--- src/rtl/oled_spi_rx.sv ---
// Receiving end of the OLED 4-wire SPI link: oversamples cs/sclk/sdin/dc in the clk
// domain, deserialises MSB-first bytes tagged with D/C, and queues them in a FWFT FIFO.
module oled_spi_rx #(
    parameter int DEPTH = 4,
    parameter int CNT_W = 16
) (
    input  logic             clk,
    input  logic             rst,
    input  logic             cs,
    input  logic             sclk,
    input  logic             sdin,
    input  logic             dc,
    output logic [7:0]       rx_data,
    output logic             rx_dc,
    output logic             rx_valid,
    input  logic             rx_ready,
    output logic             overflow,
    output logic             frame_err,
    output logic [CNT_W-1:0] byte_count
);

    localparam int AW = $clog2(DEPTH);

    localparam logic [0:0] ST_IDLE  = 1'b0;
    localparam logic [0:0] ST_SHIFT = 1'b1;

    logic r_csS1, r_csS2, r_csHist;
    logic r_sclkS1, r_sclkS2, r_sclkHist;
    logic r_sdinS1, r_sdinS2;
    logic r_dcS1, r_dcS2;

    logic [0:0]       r_state;
    logic [2:0]       r_bitCnt;
    logic [7:0]       r_shift;
    logic             r_pushPending;
    logic [8:0]       r_pushEntry;
    logic             r_frameErr;
    logic             r_overflow;
    logic [CNT_W-1:0] r_byteCount;

    logic [8:0]       r_mem [DEPTH];
    logic [AW:0]      r_wrPtr;
    logic [AW:0]      r_rdPtr;

    logic w_sclkRise;
    logic w_csRise;
    logic w_empty;
    logic w_full;
    logic w_pop;
    logic w_pushOk;

    assign w_sclkRise = r_sclkS2 & ~r_sclkHist;
    assign w_csRise   = r_csS2 & ~r_csHist;

    assign w_empty  = (r_wrPtr == r_rdPtr);
    assign w_full   = (r_wrPtr[AW] != r_rdPtr[AW]) && (r_wrPtr[AW-1:0] == r_rdPtr[AW-1:0]);
    assign w_pop    = rx_valid && rx_ready;
    assign w_pushOk = r_pushPending && (!w_full || w_pop);

    assign rx_valid   = ~w_empty;
    assign rx_data    = r_mem[r_rdPtr[AW-1:0]][7:0];
    assign rx_dc      = r_mem[r_rdPtr[AW-1:0]][8];
    assign overflow   = r_overflow;
    assign frame_err  = r_frameErr;
    assign byte_count = r_byteCount;

    // Synchronisers reset to the idle line levels so no false edge appears after reset
    always_ff @(posedge clk) begin
        if (rst) begin
            r_csS1     <= 1'b1;
            r_csS2     <= 1'b1;
            r_csHist   <= 1'b1;
            r_sclkS1   <= 1'b1;
            r_sclkS2   <= 1'b1;
            r_sclkHist <= 1'b1;
            r_sdinS1   <= 1'b0;
            r_sdinS2   <= 1'b0;
            r_dcS1     <= 1'b0;
            r_dcS2     <= 1'b0;
        end else begin
            r_csS1     <= cs;
            r_csS2     <= r_csS1;
            r_csHist   <= r_csS2;
            r_sclkS1   <= sclk;
            r_sclkS2   <= r_sclkS1;
            r_sclkHist <= r_sclkS2;
            r_sdinS1   <= sdin;
            r_sdinS2   <= r_sdinS1;
            r_dcS1     <= dc;
            r_dcS2     <= r_dcS1;
        end
    end

    always_ff @(posedge clk) begin
        if (rst) begin
            r_state       <= ST_IDLE;
            r_bitCnt      <= 3'd0;
            r_shift       <= 8'd0;
            r_pushPending <= 1'b0;
            r_pushEntry   <= 9'd0;
            r_frameErr    <= 1'b0;
        end else begin
            r_pushPending <= 1'b0;
            r_frameErr    <= 1'b0;
            case (r_state)
                ST_IDLE: begin
                    r_bitCnt <= 3'd0;
                    if (!r_csS2) begin
                        r_state <= ST_SHIFT;
                    end
                end
                default: begin
                    // cs release wins over a coincident sclk rise
                    if (w_csRise) begin
                        r_frameErr <= (r_bitCnt != 3'd0);
                        r_bitCnt   <= 3'd0;
                        r_state    <= ST_IDLE;
                    end else if (w_sclkRise) begin
                        r_shift  <= {r_shift[6:0], r_sdinS2};
                        r_bitCnt <= r_bitCnt + 3'd1;
                        if (r_bitCnt == 3'd7) begin
                            r_pushPending <= 1'b1;
                            r_pushEntry   <= {r_dcS2, r_shift[6:0], r_sdinS2};
                        end
                    end
                end
            endcase
        end
    end

    // A full FIFO still accepts a push when the head is popped in the same cycle
    always_ff @(posedge clk) begin
        if (rst) begin
            r_wrPtr     <= '0;
            r_rdPtr     <= '0;
            r_overflow  <= 1'b0;
            r_byteCount <= '0;
            for (int i = 0; i < DEPTH; i++) begin
                r_mem[i] <= 9'd0;
            end
        end else begin
            if (w_pop) begin
                r_rdPtr <= r_rdPtr + 1'b1;
            end
            if (w_pushOk) begin
                r_mem[r_wrPtr[AW-1:0]] <= r_pushEntry;
                r_wrPtr                <= r_wrPtr + 1'b1;
                r_byteCount            <= r_byteCount + 1'b1;
            end else if (r_pushPending) begin
                r_overflow <= 1'b1;
            end
        end
    end

endmodule

--- config.mk ---
export PLATFORM = sky130hd
export DESIGN_NAME = oled_spi_rx
export DESIGN_NICKNAME = d
export VERILOG_FILES = /design/src/rtl/oled_spi_rx.sv
export SDC_FILE = /design/constraint.sdc
export NUM_CORES = 1
export LEC_CHECK = 0
export ABC_AREA = 1
export CAP_MARGIN = 20
export CORE_MARGIN = 1
export CORE_UTILIZATION = 30
export CTS_CLUSTER_DIAMETER = 80
export DETAILED_ROUTE_END_ITERATION = 10
export PLACE_DENSITY = 0.51
export SLEW_MARGIN = 15
export SYNTH_ARGS = -nofsm -noshare
export SYNTH_HDL_FRONTEND = slang
export SYNTH_SLANG_ARGS = --single-unit
--- constraint.sdc ---
create_clock -name clk -period 4.2 [get_ports clk]
set_input_delay 0.84 -clock clk [delete_from_list [all_inputs] [get_ports clk]]
set_output_delay 0.84 -clock clk [all_outputs]
set_load 0.01 [all_outputs]
==> summary.md, run 1 <==
- **outcome** finished clean
- **Resize count post-CTS** 0
- **pin count of the biggest net entering global routing** 30
- **synth warn** 0
- **number of clock sinks** 93
- **Seq/Total Area, Yosys** 55.7%
- **most frequent standard cell in the layout excluding fill and tap cells** nand2_1
- **final number of max-transition violations** 0
- **HPWL reported at the end of detailed placement** 6.08 mm
- **Max rail drop VDD** 0.000221 V
- **flip-flop and latch count after synthesis** 93
- **Critical R2R Launch** r_wrPtr[0]
- **count of H-tree levels built during CTS** 3
- **Die Footprint** 13800 um^2
- **time the worst path needs with I/O delays and setup** 3210 ps
- **Cell Count Post-Placement** 657
- **number of antenna violations at the first check in global routing** 0
- **endpoint type of the worst setup path** output port
- **post-layout worst setup margin** 987 ps
- **top library cells by usage in the layout, fill and taps aside** nand2_1, nor2_1, dfxtp_1, inv_1, o21ai_0
- **highest net fanout along the worst path** 19
- **min-delay src** r_sdinS1
- **GPL Wtd Cong** 0.756
- **post-CTS clock slew at the launch and capture registers of the worst setup and hold paths** 70 ps
- **overflow left after global routing** 0
- **reported max-cap violation count** 0
- **post-synthesis average cell area** 8.59 um^2
- **Util after Layout** 37.8%
- **cells on worst reg2reg path** 8
- **required time at the worst-slack endpoint** 3360 ps
- **fraction of layout instances using a drive strength above 1** 6.59%
- **total of fill cells in the finished design** 1300
- **Pleak** 1.72 nW
- **height of the die** 117 um
- **unrepaired setup endpoints after global routing** no
- **width of the chip** 117 um
- **Worst EP arrival** 2370 ps
- **synthesized cell area** 3990 um^2
- **net count reported at finish** 509
- **Post-DP Area** 4500 um^2
- **total power density per cell area** 415 nW/um^2
- **worst-case headroom to the max-slew limit** 30.0%
- **average wire length per cell after detail routing** 12.7 um
- **later-pin clock latency in the skew report** 340 ps
- **CTS buffer count** 9
- **CTS Hold Buffers Added** 0
- **top achievable clock speed** 311 MHz
- **Layout Cell Area excl Fill** 4830 um^2
- **antenna fix cells** 0
- **PortBufs** 34
- **vias in the first global route** 2874
- **area taken by multi-input logic gates** 1510 um^2
- **Setup Buffers After CTS** 0
- **number of distinct library cells after synthesis** 28
- **placement row count** 41
- **number of cells on the worst hold path** 2
- **Tcrit/Tclk final** 76.5%
- **CTS tree** done
- **violation count after the first detailed-routing iteration** 156
- **aggregate routed wire length** 8.57 mm
- **detail-routed via count per cell** 4.57
- **overall via count from detail_route** 3078
- **deepest clock path buffer count** 2
- **total power of the final layout** 2.01 mW
- **end of the worst register-to-register path** r_mem[3][8]
- **number of standard cells in the final layout excluding fillers** 673
- **Worst R2R Setup Slack** 1440 ps
- **post-synthesis instance total** 464
- **startpoint class of the critical path** register
- **CTS root buffer** clkbuf_16
- **detailed-router iteration count before antenna repair** 4
- **first-pass GRT wire length** 14.1 mm
- **sequential cell area** 2220 um^2
- **total core area** 12800 um^2
- **worst clock skew** 7.99 ps
- **worst slack after detailed placement** 792 ps
- **aggregate negative setup slack** 0 ps
- **Hold Worst Slack** 405 ps
- **initial core utilization** 31.2%
- **Top Ports** 35
- **final hold violation count** 0
- **endpoints failing setup** 0
- **Worst Path Class, Setup** register to output port
- **Net Count, Synth** 477
- **DRT antenna net count** 0
- **Tightest Pin Transition** 1050 ps
- **worst min path class** register to register
- **worst hold endpoint** r_sdinS2
- **post-detailed-route DRC marker count** 0
- **Global Route Usage Sum** 13.6%
- **Area Growth Syn to Fin** 21.1%
==> Yosys cell counts (all sizes together) <==
cell     n  share of area [%]
clkbuf  11                1.0
clkinv   1              0.094
ha       6                1.9
o21a     1               0.19
o21ai   41                5.1
nor3    27                3.4
nand3   17                2.3
buf      7                1.1
nand2   83                8.2
a211oi   4               0.75
o31ai    2               0.38
edfxtp  36                 27
a21oi   26                3.3
nand4    8                1.3
or2      5               0.78
inv     45                4.2
o22ai    9                1.4
nor2    68                6.7
xor2     7                1.5
dfxtp   57                 29
xnor2    3               0.66
==> critical path, cell delays in order (launching register included) <==
cell and delay [ps]:
dfxtp_1 740, inv_1 420, o21ai_0 290, o22ai_1 100
clkdlybuf4s50_1 480
==> area by class of cell <==
cell class	instances	area share, %
inverter	46	3.58
tap	172	4.46
clock buffer	9	4.67
clock inverter	7	2.20
timing repair buffer	39	7.83
sequential	93	46.0
multi-input combinational	307	31.2
==> worst max-delay path by stage <==
stage / startpoint / endpoint / cells after the start
finish: register / rx_data[3] / 4
global route: register / rx_data[1] / 4
CTS: register / rx_data[1] / 4
detailed placement: rx_ready / r_mem[2][7] / 5
global placement: rx_ready / r_mem[2][2] / 5
floorplan: rx_ready / r_mem[0][0] / 5
==> registers in the layout (all words and copies together), names as in the netlist, 3 cells and up, named ones only <==
name and flops:
r_pushEntry 9, r_wrPtr 3, r_bitCnt 3, byte_count 16, r_shift 7, r_rdPtr 3, r_mem 36
==> kinds of logic (layout without fill, tap and decap cells) <==
group,Yosys count,after routing,share of synthesized area [%]
adders and majority gates,6,6,1.88
buffers and inverters,64,101,6.46
AOI/OAI and AO/OA,83,83,11.1
xor gates and xnor gates,10,10,2.20
and+or+nand+nor,208,208,22.6
DFF,93,93,55.7
==> where the power goes <==
group	switching, mW	leakage [nW]	internal, mW
clock	0.366	0.156	0.532
sequential	0.0164	0.829	0.956
combinational	0.0723	0.731	0.0627
==> layer usage <==
metal / GRT usage, % / wire length [um]
met1: 17.3 / 4230
met2: 22.3 / 3930
met3: 3.19 / 275
met4: 5.32 / 136
met5: 0 / 0
No activity file was read; power rests on OpenSTA's default activity.
==> inputs of run 2 (changes only) <==
clock period = 3.1 ns   (was 4.2 ns; I/O delays follow)
==> run 2 against run 1 <==
Net effect:
- setup slack worse by 600 ps
- sequential power increased by 35%
- register-to-register slack lost 620 ps
- largest power group unchanged
- highest routed layer unchanged
==> summary.md, run 2 (same netlist as run 1, synthesis figures left out) <==
- **number of antenna violations at the first check in global routing** 0, unchanged
- **final number of max-transition violations** 0, unchanged
- **number of clock sinks** 93, unchanged
- **Worst EP arrival** 2100 ps, was 2370 ps
- **Top Ports** 35, unchanged
- **total power density per cell area** 538 nW/um^2, was 415 nW/um^2
- **total core area** 12800 um^2, unchanged
- **detailed-router iteration count before antenna repair** 4, unchanged
- **overall via count from detail_route** 3090, was 3078
- **Global Route Usage Sum** 13.9%, was 13.6%
- **highest net fanout along the worst path** 18, was 19
- **Pleak** 1.72 nW, about the same
- **Setup Buffers After CTS** 0, unchanged
- **aggregate routed wire length** 8.62 mm, was 8.57 mm
- **PortBufs** 34, unchanged
- **worst min path class** register to register, unchanged
- **net count reported at finish** 514, was 509
- **violation count after the first detailed-routing iteration** 143, was 156
- **overflow left after global routing** 0, unchanged
- **Hold Worst Slack** 404 ps, was 405 ps
- **post-detailed-route DRC marker count** 0, unchanged
- **final hold violation count** 0, unchanged
- **Area Growth Syn to Fin** 21.2%, was 21.1%
- **Layout Cell Area excl Fill** 4830 um^2, about the same
- **total of fill cells in the finished design** 1328, was 1300
- **Post-DP Area** 4530 um^2, was 4500 um^2
- **startpoint class of the critical path** register, unchanged
- **Resize count post-CTS** 0, unchanged
- **initial core utilization** 31.2%, unchanged
- **GPL Wtd Cong** 0.764, was 0.756
- **later-pin clock latency in the skew report** 340 ps, about the same
- **max reg flops** 36, unchanged
- **average wire length per cell after detail routing** 12.7 um, about the same
- **top library cells by usage in the layout, fill and taps aside** nand2_1, nor2_1, dfxtp_1, inv_1, o21ai_0, unchanged
- **deepest clock path buffer count** 2, unchanged
- **post-CTS clock slew at the launch and capture registers of the worst setup and hold paths** 70 ps, about the same
- **Worst R2R Setup Slack** 820 ps, was 1440 ps
- **detail-routed via count per cell** 4.56, was 4.57
- **top achievable clock speed** 368 MHz
- **CTS buffer count** 9, unchanged
- **Tightest Pin Transition** 462 ps, was 1050 ps
- **total power of the final layout** 2.60 mW, was 2.01 mW
- **height of the die** 117 um, unchanged
- **Max rail drop VDD** 0.000254 V, was 0.000221 V
- **worst clock skew** 7.61 ps, was 7.99 ps
- **CTS root buffer** clkbuf_16, unchanged
- **CTS tree** done, unchanged
- **Critical R2R Launch** r_wrPtr[0], unchanged
- **endpoint type of the worst setup path** output port, unchanged
- **first-pass GRT wire length** 14.6 mm, was 14.1 mm
- **aggregate negative setup slack** 0 ps, unchanged
- **reported max-cap violation count** 0, unchanged
- **pin count of the biggest net entering global routing** 30, unchanged
- **fraction of layout instances using a drive strength above 1** 7.51%, was 6.59%
- **required time at the worst-slack endpoint** 2480 ps, was 3360 ps
- **antenna fix cells** 0, unchanged
- **HPWL reported at the end of detailed placement** 6.23 mm, was 6.08 mm
- **most frequent standard cell in the layout excluding fill and tap cells** nand2_1, unchanged
- **width of the chip** 117 um, unchanged
- **endpoints failing setup** 0, unchanged
- **Setup crit end** rx_data[0], was rx_data[3]
- **unrepaired setup endpoints after global routing** no, unchanged
- **DRT antenna net count** 0, unchanged
- **cells on worst reg2reg path** 9, was 8
- **placement row count** 41, unchanged
- **CTS Hold Buffers Added** 0, unchanged
- **end of the worst register-to-register path** r_mem[3][7], was r_mem[3][8]
- **Worst Path Class, Setup** register to output port, unchanged
- **Die Footprint** 13800 um^2, unchanged
- **worst-case headroom to the max-slew limit** 69.2%, was 30.0%
- **Tcrit/Tclk final** 87.7%
- **outcome** finished clean, unchanged
- **count of H-tree levels built during CTS** 3, unchanged
- **time the worst path needs with I/O delays and setup** 2720 ps
- **vias in the first global route** 2919, was 2874
- **Top reg by flops** r_mem, unchanged
==> run 2: stage by stage <==
step | util [%] | instances | setup WS (ps)
after floorplan | - | 464 | 957
after global placement | 35.5 | 662 | 677
after detailed placement | 35.5 | 662 | 615
after CTS | 37.8 | 678 | 353
after global routing | 37.8 | 678 | 227
final | 37.8 | 678 | 382
==> run 2: per-layer routing <==
metal  routed length, um  up-vias  GRT usage, %
met5                   0        -             0
met4                  96        0          3.71
met3                 272        6          3.09
met2                4060       43          22.9
met1                4190     1424          18.4
li1                    -     1617             -
==> run 2: report_power, final <==
group	switching [mW]	internal (mW)	leakage (nW)
registers	0.0160	1.30	0.829
logic	0.103	0.0893	0.757
clock network	0.471	0.627	0.136
total	0.590	2.01	1.72
==> run 2: layout make-up <==
cell class	count	area, um^2	share of cell area [%]
clock inverters	7	73.8	1.53
flip-flops and latches	93	2220	46.0
inverters	46	173	3.57
repair buffers	44	415	8.60
multi-input cells	307	1510	31.2
clock buffers	9	225	4.66
well taps	172	215	4.45
==> run 2: how the worst min path moves through the flow <==
stage	from	to	slack [ps]	cells after the start
after detailed placement	r_sclkS1	r_sclkS2	390	1
after global routing	r_csS1	r_csS2	430	1
after global placement	r_sclkS1	r_sclkS2	390	1
final	r_dcS1	r_dcS2	400	2
after CTS	r_dcS1	r_dcS2	410	2
after floorplan	r_dcS1	r_dcS2	390	2
==> run 2: worst max-delay path, cell delays in order (launching register included) <==
cell	delay (ps)
dfxtp_1	340
buf_4	190
inv_1	350
o21ai_0	170
o22ai_1	150
clkdlybuf4s50_1	560
==> inputs of run 3 (changes only) <==
SKIP_CTS_REPAIR_TIMING = 1   (was default)
==> results of run 3 <==
The final DEF is identical to that of run 2; final timing and power are the same.
